File: src/rtl/pong_pkg.sv
// Shared types for the Pong game-flow sequencer: FSM state encoding and winner codes.
package pong_pkg;

    typedef enum logic [2:0] {
        IDLE     = 3'd0,
        SERVE    = 3'd1,
        PLAY     = 3'd2,
        POINT    = 3'd3,
        WIN_HOLD = 3'd4,
        PAUSED   = 3'd5
    } game_state_t;

    localparam logic [1:0] WINNER_NONE = 2'b00;
    localparam logic [1:0] WINNER_P1   = 2'b01;
    localparam logic [1:0] WINNER_P2   = 2'b10;

    localparam int HOLD_W = 32;

endpackage

File: src/rtl/game_sequencer_tick_divider.sv
// Free-running base tick generator: counts 0..DIV-1 and pulses base_tick on DIV-1.
// DIV = CLOCK_FREQ / TICK_RATE must be at least 2.
module tick_divider #(
    parameter int CLOCK_FREQ = 50000000,
    parameter int TICK_RATE  = 50
) (
    input  logic clock,
    input  logic reset_n,
    output logic base_tick
);

    localparam logic [31:0] DIV = 32'(CLOCK_FREQ / TICK_RATE);

    logic [31:0] cnt_q, cnt_d;

    // Never gated: pause and win-hold must keep the tick phase intact.
    always_comb begin
        base_tick = (cnt_q == DIV - 32'd1);
        cnt_d     = base_tick ? 32'd0 : cnt_q + 32'd1;
    end

    always_ff @(posedge clock or negedge reset_n) begin
        if (!reset_n) cnt_q <= 32'd0;
        else          cnt_q <= cnt_d;
    end

endmodule

File: src/rtl/game_sequencer.sv
// Pong game-flow sequencer: serve/play/point/win-hold/pause FSM driving game_tick and reset pulses.
// Define GAME_FRAME_SYNC_EN to defer each game_tick in PLAY until the next frame_end.
module game_sequencer
    import pong_pkg::*;
#(
    parameter int CLOCK_FREQ     = 50000000,
    parameter int TICK_RATE      = 50,
    parameter int SERVE_TICKS    = 50,
    parameter int WIN_HOLD_TICKS = 350
) (
    input  logic       clock,
    input  logic       reset_n,
    input  logic       pause,
    input  logic       p1_scored,
    input  logic       p2_scored,
    input  logic       p1_wins,
    input  logic       p2_wins,
    input  logic       frame_end,
    output logic       game_tick,
    output logic       round_reset,
    output logic       match_reset,
    output logic [2:0] game_state,
    output logic [1:0] winner
);

    localparam logic [HOLD_W-1:0] SERVE_LD = HOLD_W'(SERVE_TICKS);
    localparam logic [HOLD_W-1:0] WIN_LD   = HOLD_W'(WIN_HOLD_TICKS);

    logic base_tick;

    tick_divider #(
        .CLOCK_FREQ (CLOCK_FREQ),
        .TICK_RATE  (TICK_RATE)
    ) u_tick_divider (
        .clock      (clock),
        .reset_n    (reset_n),
        .base_tick  (base_tick)
    );

    game_state_t       state_q, state_d;
    game_state_t       origin_q, origin_d;
    logic [HOLD_W-1:0] hold_q, hold_d;
    logic [1:0]        winner_q, winner_d;
    logic [1:0]        scorer_q, scorer_d;
    logic              game_tick_q, game_tick_d;
    logic              round_reset_q, round_reset_d;
    logic              match_reset_q, match_reset_d;
    logic              pause_meta_q, pause_meta_d;
    logic              pause_sync_q, pause_sync_d;
`ifdef GAME_FRAME_SYNC_EN
    logic              tick_pend_q, tick_pend_d;
`else
    logic              unused_frame_end;
    assign unused_frame_end = frame_end;
`endif

    // Last scorer is kept for debug visibility only; the winner comes from the win levels.
    logic unused_scorer;
    assign unused_scorer = ^scorer_q;

    always_comb begin
        state_d       = state_q;
        origin_d      = origin_q;
        hold_d        = hold_q;
        winner_d      = winner_q;
        scorer_d      = scorer_q;
        game_tick_d   = 1'b0;
        round_reset_d = 1'b0;
        match_reset_d = 1'b0;
        pause_meta_d  = pause;
        pause_sync_d  = pause_meta_q;
`ifdef GAME_FRAME_SYNC_EN
        tick_pend_d   = 1'b0;
`endif
        unique case (state_q)
            IDLE: begin
                state_d       = SERVE;
                hold_d        = SERVE_LD;
                round_reset_d = 1'b1;
                match_reset_d = 1'b1;
            end
            SERVE: begin
                // Pause is checked first so a coincident base tick is dropped.
                if (pause_sync_q) begin
                    origin_d = SERVE;
                    state_d  = PAUSED;
                end else if (hold_q == '0) begin
                    state_d = PLAY;
                end else if (base_tick) begin
                    hold_d = hold_q - 1'b1;
                end
            end
            PLAY: begin
                if (p1_scored || p2_scored) begin
                    state_d  = POINT;
                    scorer_d = p1_scored ? WINNER_P1 : WINNER_P2;
                end else if (pause_sync_q) begin
                    origin_d = PLAY;
                    state_d  = PAUSED;
                end else begin
`ifdef GAME_FRAME_SYNC_EN
                    if (frame_end && tick_pend_q) begin
                        game_tick_d = 1'b1;
                        tick_pend_d = base_tick;
                    end else begin
                        tick_pend_d = tick_pend_q | base_tick;
                    end
`else
                    game_tick_d = base_tick;
`endif
                end
            end
            POINT: begin
                if (p1_wins || p2_wins) begin
                    winner_d = p1_wins ? WINNER_P1 : WINNER_P2;
                    hold_d   = WIN_LD;
                    state_d  = WIN_HOLD;
                end else begin
                    round_reset_d = 1'b1;
                    hold_d        = SERVE_LD;
                    state_d       = SERVE;
                end
            end
            WIN_HOLD: begin
                if (hold_q == '0) begin
                    match_reset_d = 1'b1;
                    round_reset_d = 1'b1;
                    winner_d      = WINNER_NONE;
                    hold_d        = SERVE_LD;
                    state_d       = SERVE;
                end else if (base_tick) begin
                    hold_d = hold_q - 1'b1;
                end
            end
            PAUSED: begin
                if (!pause_sync_q) state_d = origin_q;
            end
            default: state_d = IDLE;
        endcase
    end

    always_ff @(posedge clock or negedge reset_n) begin
        if (!reset_n) begin
            state_q       <= IDLE;
            origin_q      <= IDLE;
            hold_q        <= '0;
            winner_q      <= WINNER_NONE;
            scorer_q      <= WINNER_NONE;
            game_tick_q   <= 1'b0;
            round_reset_q <= 1'b0;
            match_reset_q <= 1'b0;
            pause_meta_q  <= 1'b0;
            pause_sync_q  <= 1'b0;
`ifdef GAME_FRAME_SYNC_EN
            tick_pend_q   <= 1'b0;
`endif
        end else begin
            state_q       <= state_d;
            origin_q      <= origin_d;
            hold_q        <= hold_d;
            winner_q      <= winner_d;
            scorer_q      <= scorer_d;
            game_tick_q   <= game_tick_d;
            round_reset_q <= round_reset_d;
            match_reset_q <= match_reset_d;
            pause_meta_q  <= pause_meta_d;
            pause_sync_q  <= pause_sync_d;
`ifdef GAME_FRAME_SYNC_EN
            tick_pend_q   <= tick_pend_d;
`endif
        end
    end

    assign game_tick   = game_tick_q;
    assign round_reset = round_reset_q;
    assign match_reset = match_reset_q;
    assign game_state  = state_q;
    assign winner      = winner_q;

endmodule

File: config.mk
export PLATFORM = sky130hd
export DESIGN_NAME = game_sequencer
export DESIGN_NICKNAME = d
export VERILOG_FILES = /design/src/rtl/pong_pkg.sv /design/src/rtl/game_sequencer_tick_divider.sv /design/src/rtl/game_sequencer.sv
export SDC_FILE = /design/constraint.sdc
export NUM_CORES = 1
export LEC_CHECK = 0
export CAP_MARGIN = 40
export CORE_MARGIN = 5
export CORE_UTILIZATION = 30
export CTS_CLUSTER_DIAMETER = 100
export DETAILED_ROUTE_END_ITERATION = 10
export GPL_TIMING_DRIVEN = 0
export SYNTH_ARGS = -nofsm -noshare
export SYNTH_HDL_FRONTEND = slang
export SYNTH_HIERARCHICAL = 1
export SYNTH_SLANG_ARGS = --single-unit
File: constraint.sdc
create_clock -name clock -period 4.5 [get_ports clock]
set_input_delay 0.9 -clock clock [delete_from_list [all_inputs] [get_ports clock]]
set_output_delay 0.9 -clock clock [all_outputs]
set_load 0.05 [all_outputs]
==> reports/qor.yml, run 1 <==
synthesis:
  postSynth.topFlopCell: "dfrtp_1"
  synth_sequential_area_ratio: 0.4494
  synth_cell_types: 53
  netlist_top_cells_area: "dfrtp_1, xor2_1, nor2_1"
  ys.warnings.count: 6
  avgSynthCellArea_sq_um: 9.424
  synth_seq_cells: 76
  synthesis.nets: 460
  netlist_instances: 449
  count_of_flip_flops_with_a_built_in_enable_after_synthesis: 0
  synth_top_area_share: 0.4494
  yosys.area.top_type: "dfrtp_1"
  postSynth.asyncResetShare: 1.000
  cell_area_after_synthesis_sq_um: 4232
cts:
  cts.sinks: 76
  cts_resized: 0
  clk_latency_worst_skew_pair_ns: 0.33
  cts_buffer_depth: 2
  hold_buffers: 0
  cts_tree: "yes"
  numCtsBuffers: 9
  cts_root_buf: "clkbuf_16"
  htree_num_levels: 3
  cts.clk_slew.worst_paths_ns: 0.06
  cts_setup_buffers: 0
worst_setup_path:
  worst-endpoint-arrival_ns: 4.09
  r2r.worst_path.cells: 10
  path_buf_inv: 2
  critPathSlowestCell: "or4_1"
  path_max_fanout: 10
  cp_slowest_stage_delay_ns: 0.50
  top_delay_family_on_crit_path: "simple AND/OR/NAND/NOR gates"
  sort_of_element_at_the_start_of_the_critical_path: "flip-flop"
  rrSetupSlack_ns: 0.67
  cp.required_ns: 4.76
  worstPathCellList: "nor4b_1, nand4_1, nor3_1, clkbuf_1, buf_2, nor3b_2, nand4_2, or4_1, or3_1, a21oi_1"
  crit_type: "reg -> reg"
  reg2reg_start: "u_tick_divider/cnt_q[15]"
  endpoint_type_of_the_worst_setup_path: "flip-flop"
  r2r_end: "hold_q[31]"
hold_path:
  min_to: "pause_sync_q"
  hold_depth: 0
  min_path_type: "reg -> reg"
  hold_start: "pause_meta_q"
power_and_ir_drop:
  powerDensity_nw_per_um2: 464.7
  leakagePower_nw: 2.154
  post-layout-total-power_mw: 2.289
  irDropWorstVdd_mv: 0.1841
global_routing:
  vias_in_the_first_global_route: 3426
  wire_length_of_the_first_global_routing_pass_microns: 16820
  antenna_found_initial: 0
  grtUsageTotal: 0.1237
  grt_remaining_overflow: 0
  grt_max_degree: 44
timing:
  hold-worst-slack_ns: 0.3619
  finalCriticalPeriod_ns: 3.834
  final_min_period_over_clock_period: 0.8521
  rsz0062_at_grt: "no"
  worst_clock_skew_ns: 0.003857
  finalMaxSlewViolations: 0
  setup_viol: 0
  fmax_mhz: 260.8
  timing.slew.headroom: 0.4125
  worst_slew_pin_slew_ns: 0.8793
  finalHoldViolCount: 0
routing:
  postRouteAntennaNets: 0
  first_drt_pass_iteration_count: 4
  per_cell_via_count_in_the_routed_design: 5.266
  drt-wirelength-per-cell_microns: 14.98
  route.detailed.drc: 0
  num_vias: 3470
  postRouteWirelength_microns: 9873
  iteration_0_drc_markers: 243
place:
  gp_congestion: 0.8578
  place.detailed.hpwl_microns: 6881
  port_buffers: 14
  place_inst: 644
finish:
  num_antenna_cells: 0
  filler_cell_count_in_the_final_layout: 1419
  share_of_layout_cells_above_drive_strength_1: 0.09186
  finish.cell_count_without_fillers: 659
  syn_to_final_growth_pct: 16.41
  layout.nets: 486
floorplan:
  start_util: 0.3048
  floorplan.rows: 43
  floorplan.die.height_microns: 128.8
  core_area_sq_um: 13880
  pin_count: 16
  die-area_sq_um: 16580
  die_width_microns: 128.8
status:
  result_of_the_run: "finished clean"
flow_run:
  maxCapViolCount: 0
[cells in the final DEF (no fill, tap or decap), types with 9 or more instances in the layout]
cell type and instances:
nor2_1 49, a21oi_1 22, nor4_1 20, nand4_1 9, o21ai_0 14, dfrtp_1 76
nor3_1 26, clkbuf_16 9, xor2_1 25, clkbuf_1 12, inv_1 10, xnor2_1 21
nand2_1 33, nand3_1 23, or3_1 9, clkdlybuf4s50_1 13
[synth_stat cells, drive strengths merged, types with 3 or more instances]
cell,number
o31ai,5
and4,3
buf,8
nand4,13
and3,7
ha,3
clkbuf,10
xor2,25
nand2b,3
a21oi,23
a21o,4
or2,4
or3,9
a31oi,7
nand3,23
dfrtp,76
nor3,27
o21ai,14
nor2b,6
xnor2,21
or4,10
nor3b,5
nor4,26
inv,10
nor2,49
nand2,33
[worst register-to-register path: stages, from the launching register on]
cell      delay (ns)
dfrtp_1         0.45
nor4b_1         0.37
nand4_1         0.16
nor3_1          0.37
clkbuf_1        0.46
buf_2           0.30
nor3b_2         0.37
nand4_2         0.33
or4_1           0.50
or3_1           0.31
a21oi_1         0.14
[stage by stage]
stage               TNS [ns]  setup slack, ns  instance area, sq um    util
global route               0           0.3134                  4926  0.3549
floorplan                  0            1.494                  4232       -
global placement      -13.42          -0.1806                  4597  0.3312
CTS                        0           0.6331                  4926  0.3549
finish                     0           0.6656                  4926  0.3549
detailed placement         0           0.6576                  4622  0.3330
[how the worst max path moves through the flow]
stage | start | to | slack (ns) | cells after the start
after floorplan | u_tick_divider/cnt_q[15] | hold_q[31] | 1.49 | 10
after global placement | reset_n | hold_q[25] | -0.18 | 1
after detailed placement | u_tick_divider/cnt_q[15] | hold_q[31] | 0.66 | 10
after CTS | u_tick_divider/cnt_q[15] | hold_q[31] | 0.63 | 10
after global routing | u_tick_divider/cnt_q[28] | hold_q[31] | 0.31 | 10
final | u_tick_divider/cnt_q[15] | hold_q[31] | 0.67 | 10
[cells by family (layout without fill, tap and decap cells)]
| family | after synthesis | count (layout) | share of synthesized area |
|---|---|---|---|
| AOI/OAI and AO/OA | 68 | 68 | 0.1008 |
| buffers and inverters | 28 | 58 | 0.02898 |
| adders and majority gates | 3 | 3 | 0.008871 |
| DFF | 76 | 76 | 0.4494 |
| and+or+nand+nor | 226 | 226 | 0.3119 |
| muxes | 2 | 2 | 0.004731 |
| xor gates and xnor gates | 46 | 46 | 0.09521 |
[sequential cells by signal, summed over array words and instances (netlist names)]
signal and count:
hold_q 32, origin_q 2, u_tick_divider/cnt_q 32, pause_sync_q 1, winner 2, round_reset 1, game_tick 1, match_reset 1
pause_meta_q 1, game_state 3
[cell type report]
cell class / instances / area [sq um] / share of cell area
buffer: 18 / 85.08 / 0.01727
clock buffer: 14 / 274.0 / 0.05563
clock inverter: 1 / 30.03 / 0.006096
inverter: 10 / 37.54 / 0.007620
multi-input combinational: 345 / 2207 / 0.4481
sequential: 76 / 1902 / 0.3861
tap: 180 / 225.2 / 0.04572
timing repair buffer: 15 / 165.2 / 0.03353
[power breakdown]
group / internal, mW / switching, mW
combinational: 0.237 / 0.528
clock: 0.472 / 0.268
sequential: 0.735 / 0.0495
[routing by layer]
metal / global-route usage / vias to the layer above / routed length, microns
met5: 0 / - / 0
met4: 0.04262 / 0 / 133
met1: 0.1677 / 1711 / 4824
met3: 0.03072 / 14 / 301
met2: 0.1930 / 57 / 4612
li1: - / 1688 / -
No activity file was read; power rests on OpenSTA's default activity.
==> run 2: changes to the inputs <==
--- a/config.mk
+++ b/config.mk
@@ -15,3 +15,4 @@
 export SYNTH_HDL_FRONTEND = slang
 export SYNTH_HIERARCHICAL = 1
 export SYNTH_SLANG_ARGS = --single-unit
+export TNS_END_PERCENT = 30
==> results of run 2 <==
Final layout, timing and power as in run 1 (identical DEF).
==> run 3: changes to the inputs <==
--- a/config.mk
+++ b/config.mk
@@ -6,7 +6,7 @@
 export NUM_CORES = 1
 export LEC_CHECK = 0
 export CAP_MARGIN = 40
-export CORE_MARGIN = 5
+export CORE_MARGIN = 2
 export CORE_UTILIZATION = 30
 export CTS_CLUSTER_DIAMETER = 100
 export DETAILED_ROUTE_END_ITERATION = 10
==> reports/qor.yml, run 3 (synthesis gave the netlist of run 1 again) <==
floorplan:
  pin_count: 16
  floorplan.die.height_microns: 122.8
  die-area_sq_um: 15070
  die_width_microns: 122.8
  core_area_sq_um: 13830
  start_util: 0.3060
  floorplan.rows: 43
hold_path:
  min_to: "pause_sync_q"
  hold_start: "pause_meta_q"
  min_path_type: "reg -> reg"
  hold_depth: 0
finish:
  num_antenna_cells: 0
  syn_to_final_growth_pct: 16.23
  final_area_sq_um: 4918
  filler_cell_count_in_the_final_layout: 1395
  layout.nets: 486
  mostFrequentLayoutCells: "dfrtp_1, nor2_1, nand2_1"
  share_of_layout_cells_above_drive_strength_1: 0.09583
  layout_commonest_cell: "dfrtp_1"
timing:
  hold-worst-slack_ns: 0.3485
  finalCriticalPeriod_ns: 3.865
  fmax_mhz: 258.7
  finalMaxSlewViolations: 0
  rsz0062_at_grt: "no"
  finalHoldViolCount: 0
  setup_viol: 0
  timing.slew.headroom: 0.4271
  worst_slew_pin_slew_ns: 0.8575
  final_min_period_over_clock_period: 0.8589
  worst_clock_skew_ns: 0.005579
  finalWorstSetupSlack_ns: 0.6350
place:
  port_buffers: 14
  gp_congestion: 0.8850
  place.detailed.hpwl_microns: 6779
  dpl-instance-area_sq_um: 4614
  post_place_setup_slack_ns: 0.6572
worst_setup_path:
  worst-endpoint-arrival_ns: 4.13
  reg2reg_start: "u_tick_divider/cnt_q[15]"
  worstPathCellList: "nor4b_1, nand4_1, nor3_1, clkbuf_1, buf_2, nor3b_2, nand4_2, or4_1, or3_1, a21oi_1"
  rrSetupSlack_ns: 0.64
  critPathSlowestCell: "or4_1"
  path_max_fanout: 10
  endpoint_type_of_the_worst_setup_path: "flip-flop"
  cp_slowest_stage_delay_ns: 0.51
  sort_of_element_at_the_start_of_the_critical_path: "flip-flop"
  crit_type: "reg -> reg"
  cp.required_ns: 4.77
  r2r.worst_path.cells: 10
  r2r_end: "hold_q[31]"
cts:
  cts_root_buf: "clkbuf_16"
  hold_buffers: 0
  cts.sinks: 76
  numCtsBuffers: 9
  cts_buffer_depth: 2
  cts.clk_slew.worst_paths_ns: 0.06
  cts_setup_buffers: 0
  clk_latency_worst_skew_pair_ns: 0.34
  cts_resized: 0
  cts_tree: "yes"
  htree_num_levels: 3
global_routing:
  antenna_found_initial: 0
  vias_in_the_first_global_route: 3447
  wire_length_of_the_first_global_routing_pass_microns: 16840
  grt_remaining_overflow: 0
  grt_max_degree: 42
  grtUsageTotal: 0.1404
routing:
  route.detailed.drc: 0
  per_cell_via_count_in_the_routed_design: 5.314
  postRouteWirelength_microns: 9776
  num_vias: 3507
  iteration_0_drc_markers: 265
  drt-wirelength-per-cell_microns: 14.81
  first_drt_pass_iteration_count: 4
  postRouteAntennaNets: 0
power_and_ir_drop:
  powerDensity_nw_per_um2: 461.7
  irDropWorstVdd_mv: 0.2084
  post-layout-total-power_mw: 2.271
  leakagePower_nw: 2.150
flow_run:
  maxCapViolCount: 0
status:
  result_of_the_run: "finished clean"
==> run 3: cell types whose count changed in the layout (fill, tap and decap cells not counted), sizes merged <==
cell and delta:
clkinv +2, clkinvlp +1, clkbuf -2
==> run 3: through the flow <==
| stage | util | std cells | setup TNS, ns |
|---|---|---|---|
| detailed placement | 0.3337 | 644 | 0 |
| CTS | 0.3557 | 660 | 0 |
| floorplan | - | 449 | 0 |
| global route | 0.3557 | 660 | 0 |
| finish | 0.3557 | 660 | 0 |
| global placement | 0.3325 | 643 | -14.39 |
==> run 3: layout make-up <==
class / count / area [sq um] / share of cell area
Timing Repair Buffer: 15 / 157.7 / 0.03205
Tap cell: 180 / 225.2 / 0.04579
Inverter: 10 / 37.54 / 0.007632
Multi-Input combinational cell: 345 / 2207 / 0.4487
Buffer: 18 / 85.08 / 0.01730
Clock buffer: 12 / 256.5 / 0.05215
Sequential cell: 76 / 1902 / 0.3867
Clock inverter: 4 / 47.55 / 0.009667
==> run 3: worst max-delay path, delay by kind of cell (launching register included) <==
kind | cells | cell delay [ns]
flip-flops | 1 | 0.45
AO/OA/AOI/OAI | 1 | 0.14
buffers and inverters | 2 | 0.73
AND/OR/NAND/NOR | 7 | 2.48
==> run 3: worst max-delay path by stage <==
stage,endpoint,start,depth (start not counted)
global route,hold_q[31],u_tick_divider/cnt_q[15],10
CTS,hold_q[31],u_tick_divider/cnt_q[15],10
detailed placement,hold_q[31],u_tick_divider/cnt_q[15],10
floorplan,hold_q[31],u_tick_divider/cnt_q[15],10
global placement,origin_q[1],reset_n,1
finish,hold_q[31],u_tick_divider/cnt_q[15],10
==> run 3: routing by layer <==
metal  vias up  share of wire  global-route usage
met4         0          0.018             0.05172
met2        70           0.46              0.2141
li1       1695              -                   -
met3        18          0.041             0.03206
met5         -              0                   0
met1      1724           0.48              0.1939
==> run 3: power breakdown <==
group	switching, mW	internal (mW)
combinational	0.518	0.237
sequential	0.0481	0.735
clock	0.276	0.458
total	0.842	1.43
